==> config.mk <==
export PLATFORM = sky130hd
export DESIGN_NAME = bp_cfg_boot_sequencer_flat
export DESIGN_NICKNAME = d
export VERILOG_FILES = /design/src/rtl/bp_cfg_boot_sequencer_if.sv /design/src/rtl/bp_cfg_boot_sequencer.sv /design/src/flat_wrapper.sv
export SDC_FILE = /design/constraint.sdc
export NUM_CORES = 1
export LEC_CHECK = 0
export CAP_MARGIN = 10
export CORE_MARGIN = 5
export CORE_UTILIZATION = 35
export DETAILED_ROUTE_END_ITERATION = 16
export PLACE_DENSITY_LB_ADDON = 0.08
export SETUP_SLACK_MARGIN = 0.15
export SLEW_MARGIN = 20
export SYNTH_ARGS = -nofsm -noshare
export SYNTH_HDL_FRONTEND = slang
export SYNTH_SLANG_ARGS = --single-unit
==> constraint.sdc <==
create_clock -name clk_i -period 2.7 [get_ports clk_i]
set_input_delay 0.27 -clock clk_i [delete_from_list [all_inputs] [get_ports clk_i]]
set_output_delay 0.27 -clock clk_i [all_outputs]
set_load 0.05 [all_outputs]
==> src/rtl/bp_cfg_boot_sequencer_if.sv <==
// Boot ROM read port and config write link between the boot sequencer and its neighbours.
// The master side is the sequencer; the slave side is the ROM plus the config endpoints.
interface bp_cfg_boot_sequencer_if #(
    parameter int cfg_core_width_p = 8,
    parameter int cfg_addr_width_p = 16,
    parameter int cfg_data_width_p = 32,
    parameter int num_entries_p    = 16
);
    localparam int lg_entries_lp  = (num_entries_p > 1) ? $clog2(num_entries_p) : 1;
    localparam int entry_width_lp = 1 + cfg_addr_width_p + cfg_data_width_p;

    logic                        rom_v;
    logic [lg_entries_lp-1:0]    rom_addr;
    logic [entry_width_lp-1:0]   rom_data;

    logic                        cfg_v;
    logic [cfg_core_width_p-1:0] cfg_core;
    logic [cfg_addr_width_p-1:0] cfg_addr;
    logic [cfg_data_width_p-1:0] cfg_data;
    logic                        cfg_ready;

    modport master (
        output rom_v, rom_addr,
        input  rom_data,
        output cfg_v, cfg_core, cfg_addr, cfg_data,
        input  cfg_ready
    );

    modport slave (
        input  rom_v, rom_addr,
        output rom_data,
        input  cfg_v, cfg_core, cfg_addr, cfg_data,
        output cfg_ready
    );
endinterface

==> src/rtl/bp_cfg_boot_sequencer.sv <==
// Boot-time config sequencer: walks a {last, addr, data} script held in a synchronous ROM and
// broadcasts each entry as one config write per core, then holds done until restarted.
module bp_cfg_boot_sequencer #(
    parameter int num_core_p       = 1,
    parameter int cfg_core_width_p = 8,
    parameter int cfg_addr_width_p = 16,
    parameter int cfg_data_width_p = 32,
    parameter int num_entries_p    = 16
) (
    input  logic                          clk_i,
    input  logic                          reset_n_i,
    input  logic                          start_i,
    bp_cfg_boot_sequencer_if.master       bus,
    output logic                          busy_o,
    output logic                          done_o
);
    localparam int lg_entries_lp  = (num_entries_p > 1) ? $clog2(num_entries_p) : 1;
    localparam int entry_width_lp = 1 + cfg_addr_width_p + cfg_data_width_p;
    localparam int core_w_lp      = (num_core_p > 1) ? $clog2(num_core_p) : 1;

    if (num_core_p > (1 << cfg_core_width_p)) begin : g_core_width_chk
        $error("num_core_p does not fit in cfg_core_width_p bits");
    end

    typedef enum logic [2:0] {IDLE, FETCH, WAIT_ROM, SEND, DONE} state_e;

    state_e                      state_r, state_n;
    logic [lg_entries_lp-1:0]    entry_r;
    logic [core_w_lp-1:0]        core_r;
    logic                        last_r;
    logic [cfg_addr_width_p-1:0] addr_r;
    logic [cfg_data_width_p-1:0] data_r;

    logic xfer, core_last, script_end;

    assign xfer       = (state_r == SEND) && bus.cfg_ready;
    assign core_last  = (core_r == core_w_lp'(num_core_p - 1));
    // Final table slot ends the script even without a last bit, so entry_r never wraps.
    assign script_end = last_r || (entry_r == lg_entries_lp'(num_entries_p - 1));

    always_ff @(posedge clk_i or negedge reset_n_i) begin
        if (!reset_n_i) state_r <= IDLE;
        else            state_r <= state_n;
    end

    always_comb begin
        state_n = state_r;
        case (state_r)
            IDLE:     if (start_i) state_n = FETCH;
            FETCH:    state_n = WAIT_ROM;
            WAIT_ROM: state_n = SEND;
            SEND:     if (xfer && core_last) state_n = script_end ? DONE : FETCH;
            DONE:     if (start_i) state_n = FETCH;
            default:  state_n = IDLE;
        endcase
    end

    always_ff @(posedge clk_i or negedge reset_n_i) begin
        if (!reset_n_i) begin
            entry_r <= '0;
            core_r  <= '0;
            last_r  <= 1'b0;
            addr_r  <= '0;
            data_r  <= '0;
        end else begin
            case (state_r)
                IDLE, DONE: if (start_i) entry_r <= '0;
                WAIT_ROM: begin
                    last_r <= bus.rom_data[entry_width_lp-1];
                    addr_r <= bus.rom_data[entry_width_lp-2 -: cfg_addr_width_p];
                    data_r <= bus.rom_data[cfg_data_width_p-1:0];
                    core_r <= '0;
                end
                SEND: begin
                    if (xfer) begin
                        if (!core_last)       core_r  <= core_r + 1'b1;
                        else if (!script_end) entry_r <= entry_r + 1'b1;
                    end
                end
                default: ;
            endcase
        end
    end

    // Valid and payload come only from registers, never from cfg_ready.
    always_comb begin
        bus.rom_v    = (state_r == FETCH);
        bus.rom_addr = entry_r;
        bus.cfg_v    = (state_r == SEND);
        bus.cfg_core = cfg_core_width_p'(core_r);
        bus.cfg_addr = addr_r;
        bus.cfg_data = data_r;
        busy_o       = (state_r == FETCH) || (state_r == WAIT_ROM) || (state_r == SEND);
        done_o       = (state_r == DONE);
    end
endmodule
==> src/flat_wrapper.sv <==
// flat-port wrapper written by rule: the top's interface ports become plain ports
module bp_cfg_boot_sequencer_flat 
#(
    parameter int num_core_p       = 1,
    parameter int cfg_core_width_p = 8,
    parameter int cfg_addr_width_p = 16,
    parameter int cfg_data_width_p = 32,
    parameter int num_entries_p    = 16
)
  (clk_i, reset_n_i, start_i, busy_o, done_o, bus_rom_v, bus_rom_addr, bus_rom_data, bus_cfg_v, bus_cfg_core, bus_cfg_addr, bus_cfg_data, bus_cfg_ready);
  bp_cfg_boot_sequencer_if #(.cfg_core_width_p(cfg_core_width_p), .cfg_addr_width_p(cfg_addr_width_p), .cfg_data_width_p(cfg_data_width_p), .num_entries_p(num_entries_p)) bus_i ();
  input  logic clk_i;
  input  logic reset_n_i;
  input  logic start_i;
  output logic busy_o;
  output logic done_o;
  output wire logic [$bits(bus_i.rom_v)-1:0] bus_rom_v;
  output wire logic [$bits(bus_i.rom_addr)-1:0] bus_rom_addr;
  input wire logic [$bits(bus_i.rom_data)-1:0] bus_rom_data;
  output wire logic [$bits(bus_i.cfg_v)-1:0] bus_cfg_v;
  output wire logic [$bits(bus_i.cfg_core)-1:0] bus_cfg_core;
  output wire logic [$bits(bus_i.cfg_addr)-1:0] bus_cfg_addr;
  output wire logic [$bits(bus_i.cfg_data)-1:0] bus_cfg_data;
  input wire logic [$bits(bus_i.cfg_ready)-1:0] bus_cfg_ready;
  assign bus_rom_v = bus_i.rom_v;
  assign bus_rom_addr = bus_i.rom_addr;
  assign bus_i.rom_data = bus_rom_data;
  assign bus_cfg_v = bus_i.cfg_v;
  assign bus_cfg_core = bus_i.cfg_core;
  assign bus_cfg_addr = bus_i.cfg_addr;
  assign bus_cfg_data = bus_i.cfg_data;
  assign bus_i.cfg_ready = bus_cfg_ready;
  bp_cfg_boot_sequencer #(.num_core_p(num_core_p), .cfg_core_width_p(cfg_core_width_p), .cfg_addr_width_p(cfg_addr_width_p), .cfg_data_width_p(cfg_data_width_p), .num_entries_p(num_entries_p)) u_core (.clk_i(clk_i), .reset_n_i(reset_n_i), .start_i(start_i), .bus(bus_i), .busy_o(busy_o), .done_o(done_o));
endmodule
==> impl_metrics.py, run 1 <==
metrics = {
    "timing": {
        "drv_slew": 0,
        "setup_viol": 0,
        "max_slew_margin": 0.528,
        "period_share": 0.830,
        "period_needed_ns": 2.24,
        "hold_slack_ns": 0.0964,
        "tightest_slew_ns": 0.708,
        "rsz0062_at_grt": "no",
        "hold_violations": 0,
        "fin_setup_tns_ns": 0,
        "finalClockSkew_ns": 0.00529,
        "max_freq_ghz": 0.446,
    },
    "layout": {
        "fin_nets": 323,
        "final_area_um2": 3550,
        "fin_util": 0.553,
        "drive_above_1_share": 0.200,
        "syn2layout_area_growth_pct": 52.3,
        "antenna_cells": 0,
        "nFillCells": 565,
    },
    "clocking": {
        "cts_resized": 0,
        "path_clk_slew_ns": 0.10,
        "clk_latency_ns": 0.30,
        "ctsHoldBuffers": 0,
        "cts_tree": "yes",
        "htreeDepth": 2,
        "cts-root-buf": "clkbuf_8",
        "post-cts-setup-buffers": 0,
        "cts_made_buffers": 5,
        "clock_sinks": 56,
        "clockBufferDepth": 2,
    },
    "detailed_routing": {
        "vias_per_cell": 4.71,
        "drt_iter0_drc": 29,
        "antenna_left": 0,
        "dr.pass1.iters": 4,
        "drc_errors": 0,
        "routed-via-count": 1635,
        "wl_mm": 5.52,
        "wire_per_inst_um": 15.9,
    },
    "synth": {
        "synth_top_family_by_area": "multiplexers",
        "ys_warn_count": 0,
        "synthTopCellsByArea": "dfrtp_1, mux2_2, mux2_1, buf_4, buf_6",
        "synth-seq-cells": 56,
        "synth_seq_area_share": 0.601,
        "netlist_area_um2": 2330,
        "synth_mux_area_frac": 0.236,
        "syn_inst": 158,
        "yosys.area_share.simple": 0.0627,
        "synth.avg_cell_area_um2": 14.8,
        "synth_fa_ha_area_frac": 0.00536,
        "synth_top_area_cell": "dfrtp_1",
        "synth_compound_area_frac": 0.0418,
        "synth.distinct_cells": 34,
        "synth_top_area_frac": 0.601,
        "synthXorXnorAreaFrac": 0,
    },
    "floorplanning": {
        "initial_utilization": 0.363,
        "die_x_um": 91.7,
        "die_y_um": 91.7,
        "die_area_um2": 8400,
        "fp-row-count": 29,
        "coreArea_um2": 6420,
        "io_pins": 117,
    },
    "global_route": {
        "grt_pass1_vias": 1701,
        "grt_max_degree": 57,
        "grt.total_usage": 0.134,
        "grt-ovfl-total": 0,
        "grt_pass1_wl_mm": 9.05,
        "antenna_found_initial": 0,
    },
    "worst_setup_path": {
        "r2r_end": "u_core.bus.cfg_addr[15]",
        "cp_top_family": "buffers and inverters",
        "ff2ff_setup_slack_ns": 0.99,
        "critPathMaxFanout": 11,
        "cp_num_buf_inv": 1,
        "r2r-start": "u_core.state_r[1]",
        "worst_setup_path_start_kind": "register",
        "path_cells": "nor2_1, and2_1, clkdlybuf4s50_1",
        "path_class": "register to output port",
        "cp.arrival_ns": 1.97,
        "crit_slowest_cell": "clkdlybuf4s50_1",
        "crit_path_end_kind": "output port",
        "cp_slowest_stage_delay_ns": 0.80,
        "rr_worst_depth": 4,
        "cp_data_required_time_ns": 2.43,
    },
    "place": {
        "dp_hpwl_mm": 4.10,
        "io_buffers": 108,
        "place_area_um2": 3450,
        "gp_congestion": 0.759,
    },
    "worst_hold_path": {
        "hp-class": "input pin to async pin",
    },
    "run_status": {
        "status": "finished, final reports clean",
    },
    "run": {
        "maxCapViolCount": 0,
    },
}
[cell usage in the layout, fill, tap and decap left out, types with 2 or more instances in the layout]
master / n
a22oi_1: 2
and2_1: 3
and4b_1: 2
buf_4: 3
clkbuf_8: 5
clkdlybuf4s50_1: 107
conb_1: 8
dfrtp_1: 56
inv_1: 2
mux2_1: 10
mux2_2: 39
nand2_1: 2
nand2b_1: 2
nand4b_1: 2
nor2_1: 2
o21ai_0: 3
[sequential cells by signal, indices dropped and copies added (netlist names)]
signal and cells:
u_core.bus.cfg_addr 16, u_core.bus.cfg_data 32, u_core.bus.rom_addr 4, u_core.last_r 1, u_core.state_r 3
[synth_stat cells, drive strengths merged]
master	instances
o311a	1
or3b	1
buf	13
and4b	2
a22o	1
o31ai	1
o22ai	1
inv	3
a22oi	2
nor2b	1
nand3	1
a31o	1
conb	1
and3	1
clkbuf	1
nand4b	2
dfrtp	56
nand2b	2
and2	3
nor3	2
ha	1
nand2	2
o21bai	1
o21ai	3
or3	1
a311o	1
and3b	1
o2bb2ai	1
mux2	49
nor2	2
[worst max path at each step]
stage	start	to	depth (start not counted)
2_1_floorplan	u_core.bus.rom_addr[0]	u_core.bus.rom_addr[0]	4
3_3_place_gp	u_core.state_r[0]	done_o	3
3_5_place_dp	u_core.state_r[0]	done_o	3
4_1_cts	u_core.state_r[0]	done_o	3
5_1_grt	u_core.state_r[0]	done_o	3
6_report	u_core.state_r[0]	done_o	3
[per-layer routing]
layer	part of all wire	routed length, um	GRT usage	vias to the layer above
met3	0.078	428	0.0450	5
met1	0.46	2540	0.183	792
li1	-	-	-	768
met4	0.0078	43	0.0339	0
met2	0.45	2510	0.207	70
met5	0	0	0	-
[area by class of cell]
cell class	instances	area [um^2]	area share
flip-flops and latches	56	1400	0.394
repair buffers	111	1100	0.309
multi-input cells	92	838	0.236
well taps	77	96.3	0.0271
clock buffers	6	72.6	0.0204
clock inverters	2	35.0	0.00986
inverters	3	11.3	0.00317
[per-stage QoR]
stage / worst slack (ns) / std cells
2_1_floorplan: 0.977 / 165
3_3_place_gp: 0.807 / 339
3_5_place_dp: 0.784 / 339
4_1_cts: 0.437 / 347
5_1_grt: 0.309 / 347
6_report: 0.460 / 347
[worst reg2reg max path, delay by kind of cell, from the launching register on]
kind	cells	cell delay (ns)
DFF	1	0.49
muxes	1	0.41
and+or+nand+nor	1	0.20
buffers and inverters	2	0.52
[logic make-up after synthesis]
| family | count (synthesis) |
|---|---|
| AOI/OAI and AO/OA | 13 |
| buffers and inverters | 17 |
| DFF | 56 |
| and+or+nand+nor | 21 |
| adders and majority gates | 1 |
| other | 1 |
| muxes | 49 |
Power of run 1 is not shown: default switching activity piles up to over one toggle a cycle in this logic, so the estimate is an artifact.
==> inputs of run 2 (changes only) <==
==> constraint.sdc (replaced) <==
create_clock -name clk_i -period 1.9 [get_ports clk_i]
set_input_delay 0.19 -clock clk_i [delete_from_list [all_inputs] [get_ports clk_i]]
set_output_delay 0.19 -clock clk_i [all_outputs]
set_load 0.05 [all_outputs]
==> impl_metrics.py, run 2 (synthesis results as in run 1) <==
metrics = {
    "clocking": {
        "path_clk_slew_ns": 0.09,
        "clockBufferDepth": 2,
        "htreeDepth": 2,
        "clock_sinks": 56,
        "cts_tree": "yes",
        "cts_made_buffers": 5,
        "clk_latency_ns": 0.30,
        "cts-root-buf": "clkbuf_8",
    },
    "floorplanning": {
        "die_y_um": 91.7,
        "fp-row-count": 29,
        "coreArea_um2": 6420,
        "io_pins": 117,
        "die_area_um2": 8400,
        "die_x_um": 91.7,
        "initial_utilization": 0.363,
    },
    "worst_setup_path": {
        "crit_slowest_cell": "clkdlybuf4s50_1",
        "cp.arrival_ns": 1.47,
        "cp_top_family": "buffers and inverters",
        "crit_path_end_kind": "output port",
        "worst_setup_path_start_kind": "register",
        "r2r_end": "u_core.bus.rom_addr[0]",
        "cp_num_buf_inv": 1,
        "path_cells": "clkdlybuf4s50_1",
        "r2r-start": "u_core.bus.rom_addr[0]",
        "cp-startpoint": "u_core.bus.cfg_data[24]",
        "ff2ff_setup_slack_ns": 0.30,
        "cp-endpoint": "bus_cfg_data[24]",
        "cp_slowest_stage_delay_ns": 0.81,
        "path_class": "register to output port",
        "critPathMaxFanout": 2,
        "path_depth": 1,
        "cp_data_required_time_ns": 1.71,
        "rr_worst_depth": 4,
    },
    "timing": {
        "max_freq_ghz": 0.601,
        "finalClockSkew_ns": 0.00717,
        "period_share": 0.876,
        "hold_violations": 0,
        "max_slew_margin": 0.639,
        "hold_slack_ns": 0.338,
        "fin_setup_tns_ns": 0,
        "drv_slew": 0,
        "tightest_slew_ns": 0.540,
        "period_needed_ns": 1.66,
        "rsz0062_at_grt": "no",
        "fin_ws_ns": 0.235,
        "setup_viol": 0,
    },
    "layout": {
        "largest_reg_flops": 32,
        "layout_common_cells": "clkdlybuf4s50_1, dfrtp_1, mux2_2",
        "antenna_cells": 0,
        "final_area_um2": 3620,
        "drive_above_1_share": 0.221,
        "syn2layout_area_growth_pct": 55.3,
        "layout_commonest_cell": "clkdlybuf4s50_1",
        "fin_nets": 327,
    },
    "global_route": {
        "grt_pass1_wl_mm": 9.04,
        "grt_max_degree": 29,
        "antenna_found_initial": 0,
        "grt-ovfl-total": 0,
        "grt.total_usage": 0.133,
        "grt_pass1_vias": 1773,
    },
    "detailed_routing": {
        "routed-via-count": 1653,
        "antenna_left": 0,
        "drc_errors": 0,
        "wire_per_inst_um": 15.6,
        "wl_mm": 5.43,
        "vias_per_cell": 4.74,
        "drt_iter0_drc": 40,
        "dr.pass1.iters": 4,
    },
    "place": {
        "dp_hpwl_mm": 4.17,
        "io_buffers": 108,
        "gp_congestion": 0.811,
        "place_area_um2": 3520,
        "dp_slack_ns": 0.301,
    },
    "power_and_ir_drop": {
        "power_mw": 7.74,
        "vdd_drop_max_mv": 1.02,
        "powerDensity_nw_per_um2": 2130,
        "p_int_mw": 4.09,
        "power.leakage_nw": 1.53,
        "swShare": 0.471,
        "p_seq_frac": 0.272,
        "p_clk_frac": 0.095,
        "combPwrFrac": 0.634,
        "switching_power_mw": 3.64,
    },
    "worst_hold_path": {
        "hp-class": "input pin to async pin",
    },
    "run": {
        "maxCapViolCount": 0,
    },
    "run_status": {
        "status": "finished, final reports clean",
    },
}
==> run 2: cell count changes in the layout (fill, tap and decap cells not counted), sizes merged <==
cell / before / now
buf: 4 / 11
dlygate4sd3: 0 / 1
clkdlybuf4s50: 107 / 99
clkinv: 1 / 0
dlygate4sd2: 0 / 4
clkbuf: 6 / 5
==> run 2: final cells by class <==
type                    count  area (um^2)
clock buffers               5         68.8
clock inverters             1         30.0
fillers                   558         2800
inverters                   3         11.3
multi-input cells          92          838
flip-flops and latches     56         1400
well taps                  77         96.3
repair buffers            115         1180
==> run 2: power groups by stage <==
| stage | Clock (mW) | Combinational [mW] | Sequential (mW) |
|---|---|---|---|
| 2_1_floorplan | 0 | 1.41 | 4.03 |
| 3_3_place_gp | 0 | 4.95 | 2.12 |
| 3_5_place_dp | 0 | 4.96 | 2.13 |
| 4_1_cts | 0.771 | 4.96 | 2.11 |
| 5_1_grt | 0.813 | 5.14 | 2.19 |
| 6_report | 0.733 | 4.90 | 2.10 |
==> run 2: how the worst min path moves through the flow <==
| stage | start | end |
|---|---|---|
| floorplan | reset_n_i | u_core.bus.cfg_addr[0] |
| global placement | reset_n_i | u_core.bus.cfg_addr[14] |
| detailed placement | reset_n_i | u_core.bus.cfg_addr[14] |
| CTS | reset_n_i | u_core.bus.cfg_addr[14] |
| global route | reset_n_i | u_core.bus.cfg_addr[14] |
| finish | reset_n_i | u_core.bus.cfg_addr[14] |
==> run 2: what timing repair did <==
action	CTS	global route
endpoints found under the hold margin	15	0
hold buffers	1	0
setup endpoints to repair	4	0
setup buffers	0	0
resized for setup	4	0
==> run 2: through the flow <==
stage          utilization  instances
2_1_floorplan            -        165
3_3_place_gp         0.548        342
3_5_place_dp         0.548        342
4_1_cts              0.564        349
5_1_grt              0.564        349
6_report             0.564        349
==> run 2: metal layers <==
metal,routed length (um),up-vias,track usage,share of wire
met5,0,-,0,0
met4,81,0,0.0440,0.015
li1,-,771,-,-
met2,2480,74,0.209,0.46
met3,505,7,0.0483,0.093
met1,2360,801,0.171,0.43
(Power assumes the default switching activity.)
==> inputs of run 3 (changes only) <==
--- a/config.mk
+++ b/config.mk
@@ -9,6 +9,7 @@
 export CORE_MARGIN = 5
 export CORE_UTILIZATION = 35
 export DETAILED_ROUTE_END_ITERATION = 16
+export MAX_ROUTING_LAYER = met4
 export PLACE_DENSITY_LB_ADDON = 0.08
 export SETUP_SLACK_MARGIN = 0.15
 export SLEW_MARGIN = 20
==> impl_metrics.py, run 3 (synthesis results as in run 1) <==
metrics = {
    "run_status": {
        "status": "finished, final reports clean",
    },
    "worst_setup_path": {
        "cp_slowest_stage_delay_ns": 0.81,
        "cp_top_family": "buffers and inverters",
        "cp_num_buf_inv": 1,
        "cp_data_required_time_ns": 1.71,
        "critPathMaxFanout": 2,
        "worst_setup_path_start_kind": "register",
        "path_cells": "clkdlybuf4s50_1",
        "cp-startpoint": "u_core.bus.cfg_data[24]",
        "path_class": "register to output port",
        "ff2ff_setup_slack_ns": 0.30,
        "crit_slowest_cell": "clkdlybuf4s50_1",
        "crit_path_end_kind": "output port",
        "r2r-start": "u_core.bus.rom_addr[0]",
        "cp.arrival_ns": 1.48,
    },
    "timing": {
        "setup_viol": 0,
        "drv_slew": 0,
        "max_slew_margin": 0.638,
        "period_needed_ns": 1.67,
        "tightest_slew_ns": 0.542,
        "hold_slack_ns": 0.335,
        "fin_setup_tns_ns": 0,
        "rsz0062_at_grt": "no",
        "hold_violations": 0,
        "max_freq_ghz": 0.599,
        "period_share": 0.878,
        "fin_ws_ns": 0.232,
        "finalClockSkew_ns": 0.00732,
    },
    "layout": {
        "fin_nets": 327,
        "final_area_um2": 3620,
        "antenna_cells": 0,
        "layout_common_cells": "clkdlybuf4s50_1, dfrtp_1, mux2_2",
        "layout_commonest_cell": "clkdlybuf4s50_1",
        "largest_reg_flops": 32,
        "drive_above_1_share": 0.221,
        "syn2layout_area_growth_pct": 55.3,
    },
    "power_and_ir_drop": {
        "vdd_drop_max_mv": 1.01,
        "swShare": 0.471,
        "powerDensity_nw_per_um2": 2140,
        "switching_power_mw": 3.65,
        "power.leakage_nw": 1.53,
        "p_int_mw": 4.09,
        "combPwrFrac": 0.633,
        "p_seq_frac": 0.272,
        "p_clk_frac": 0.095,
    },
    "detailed_routing": {
        "routed-via-count": 1652,
        "vias_per_cell": 4.73,
        "wire_per_inst_um": 15.6,
        "dr.pass1.iters": 4,
        "drc_errors": 0,
        "wl_mm": 5.44,
        "drt_iter0_drc": 47,
        "antenna_left": 0,
    },
    "clocking": {
        "htreeDepth": 2,
        "post-cts-setup-buffers": 0,
        "clock_sinks": 56,
        "cts-root-buf": "clkbuf_8",
        "cts_tree": "yes",
        "cts_made_buffers": 5,
        "clk_latency_ns": 0.30,
        "clockBufferDepth": 2,
        "path_clk_slew_ns": 0.09,
    },
    "floorplanning": {
        "die_y_um": 91.7,
        "io_pins": 117,
        "die_x_um": 91.7,
        "die_area_um2": 8400,
        "fp-row-count": 29,
        "initial_utilization": 0.363,
        "coreArea_um2": 6420,
    },
    "global_route": {
        "grt_pass1_vias": 1774,
        "grt-ovfl-total": 0,
        "antenna_found_initial": 0,
        "grt_max_degree": 29,
        "grt_pass1_wl_mm": 9.02,
        "grt.total_usage": 0.138,
    },
    "place": {
        "dp_slack_ns": 0.301,
        "io_buffers": 108,
        "gp_congestion": 0.823,
        "dp_hpwl_mm": 4.17,
        "place_area_um2": 3520,
    },
    "run": {
        "maxCapViolCount": 0,
    },
    "worst_hold_path": {
        "hp-class": "input pin to async pin",
    },
}
## run 3: final cells by class
type / instances / area, um^2
Tap cell: 77 / 96.3
Clock buffer: 5 / 68.8
Timing Repair Buffer: 115 / 1180
Clock inverter: 1 / 30.0
Sequential cell: 56 / 1400
Multi-Input combinational cell: 92 / 838
Fill cell: 558 / 2800
Inverter: 3 / 11.3
## run 3: power by group through the flow
stage | logic [mW] | registers (mW) | clock network [mW]
after global placement | 4.95 | 2.12 | 0
after floorplan | 1.41 | 4.03 | 0
after CTS | 4.96 | 2.11 | 0.771
final | 4.90 | 2.10 | 0.735
after detailed placement | 4.96 | 2.13 | 0
after global routing | 5.14 | 2.19 | 0.815
## run 3: metrics by stage
| step | power, mW | std cells | util |
|---|---|---|---|
| floorplan | 5.44 | 165 | - |
| global placement | 7.07 | 342 | 0.548 |
| detailed placement | 7.10 | 342 | 0.548 |
| CTS | 7.84 | 349 | 0.564 |
| global route | 8.15 | 349 | 0.564 |
| finish | 7.74 | 349 | 0.564 |
## run 3: final timing paths
check                                          endpoint  depth (start not counted)
worst max-delay path                   bus_cfg_data[24]                          1
worst min-delay path            u_core.bus.cfg_addr[14]                          2
worst max register to register   u_core.bus.rom_addr[0]                          4
worst min register to register  u_core.bus.cfg_data[22]                          1
max in group asynchronous        u_core.bus.cfg_addr[5]                          3
min in group clk_i              u_core.bus.cfg_data[22]                          2
## run 3: layer usage
metal / track usage / vias to the layer above / part of all wire
met3: 0.0336 / 7 / 0.069
met1: 0.182 / 798 / 0.46
met2: 0.209 / 74 / 0.46
met5: - / - / 0
met4: 0.0440 / 0 / 0.014
li1: - / 773 / -
## run 3: repair_timing
action                                  CTS  global route
endpoints found under the hold margin    15             0
gates resized for setup                   4             0
endpoints found under the setup margin    4             0
hold buffers                              1             0
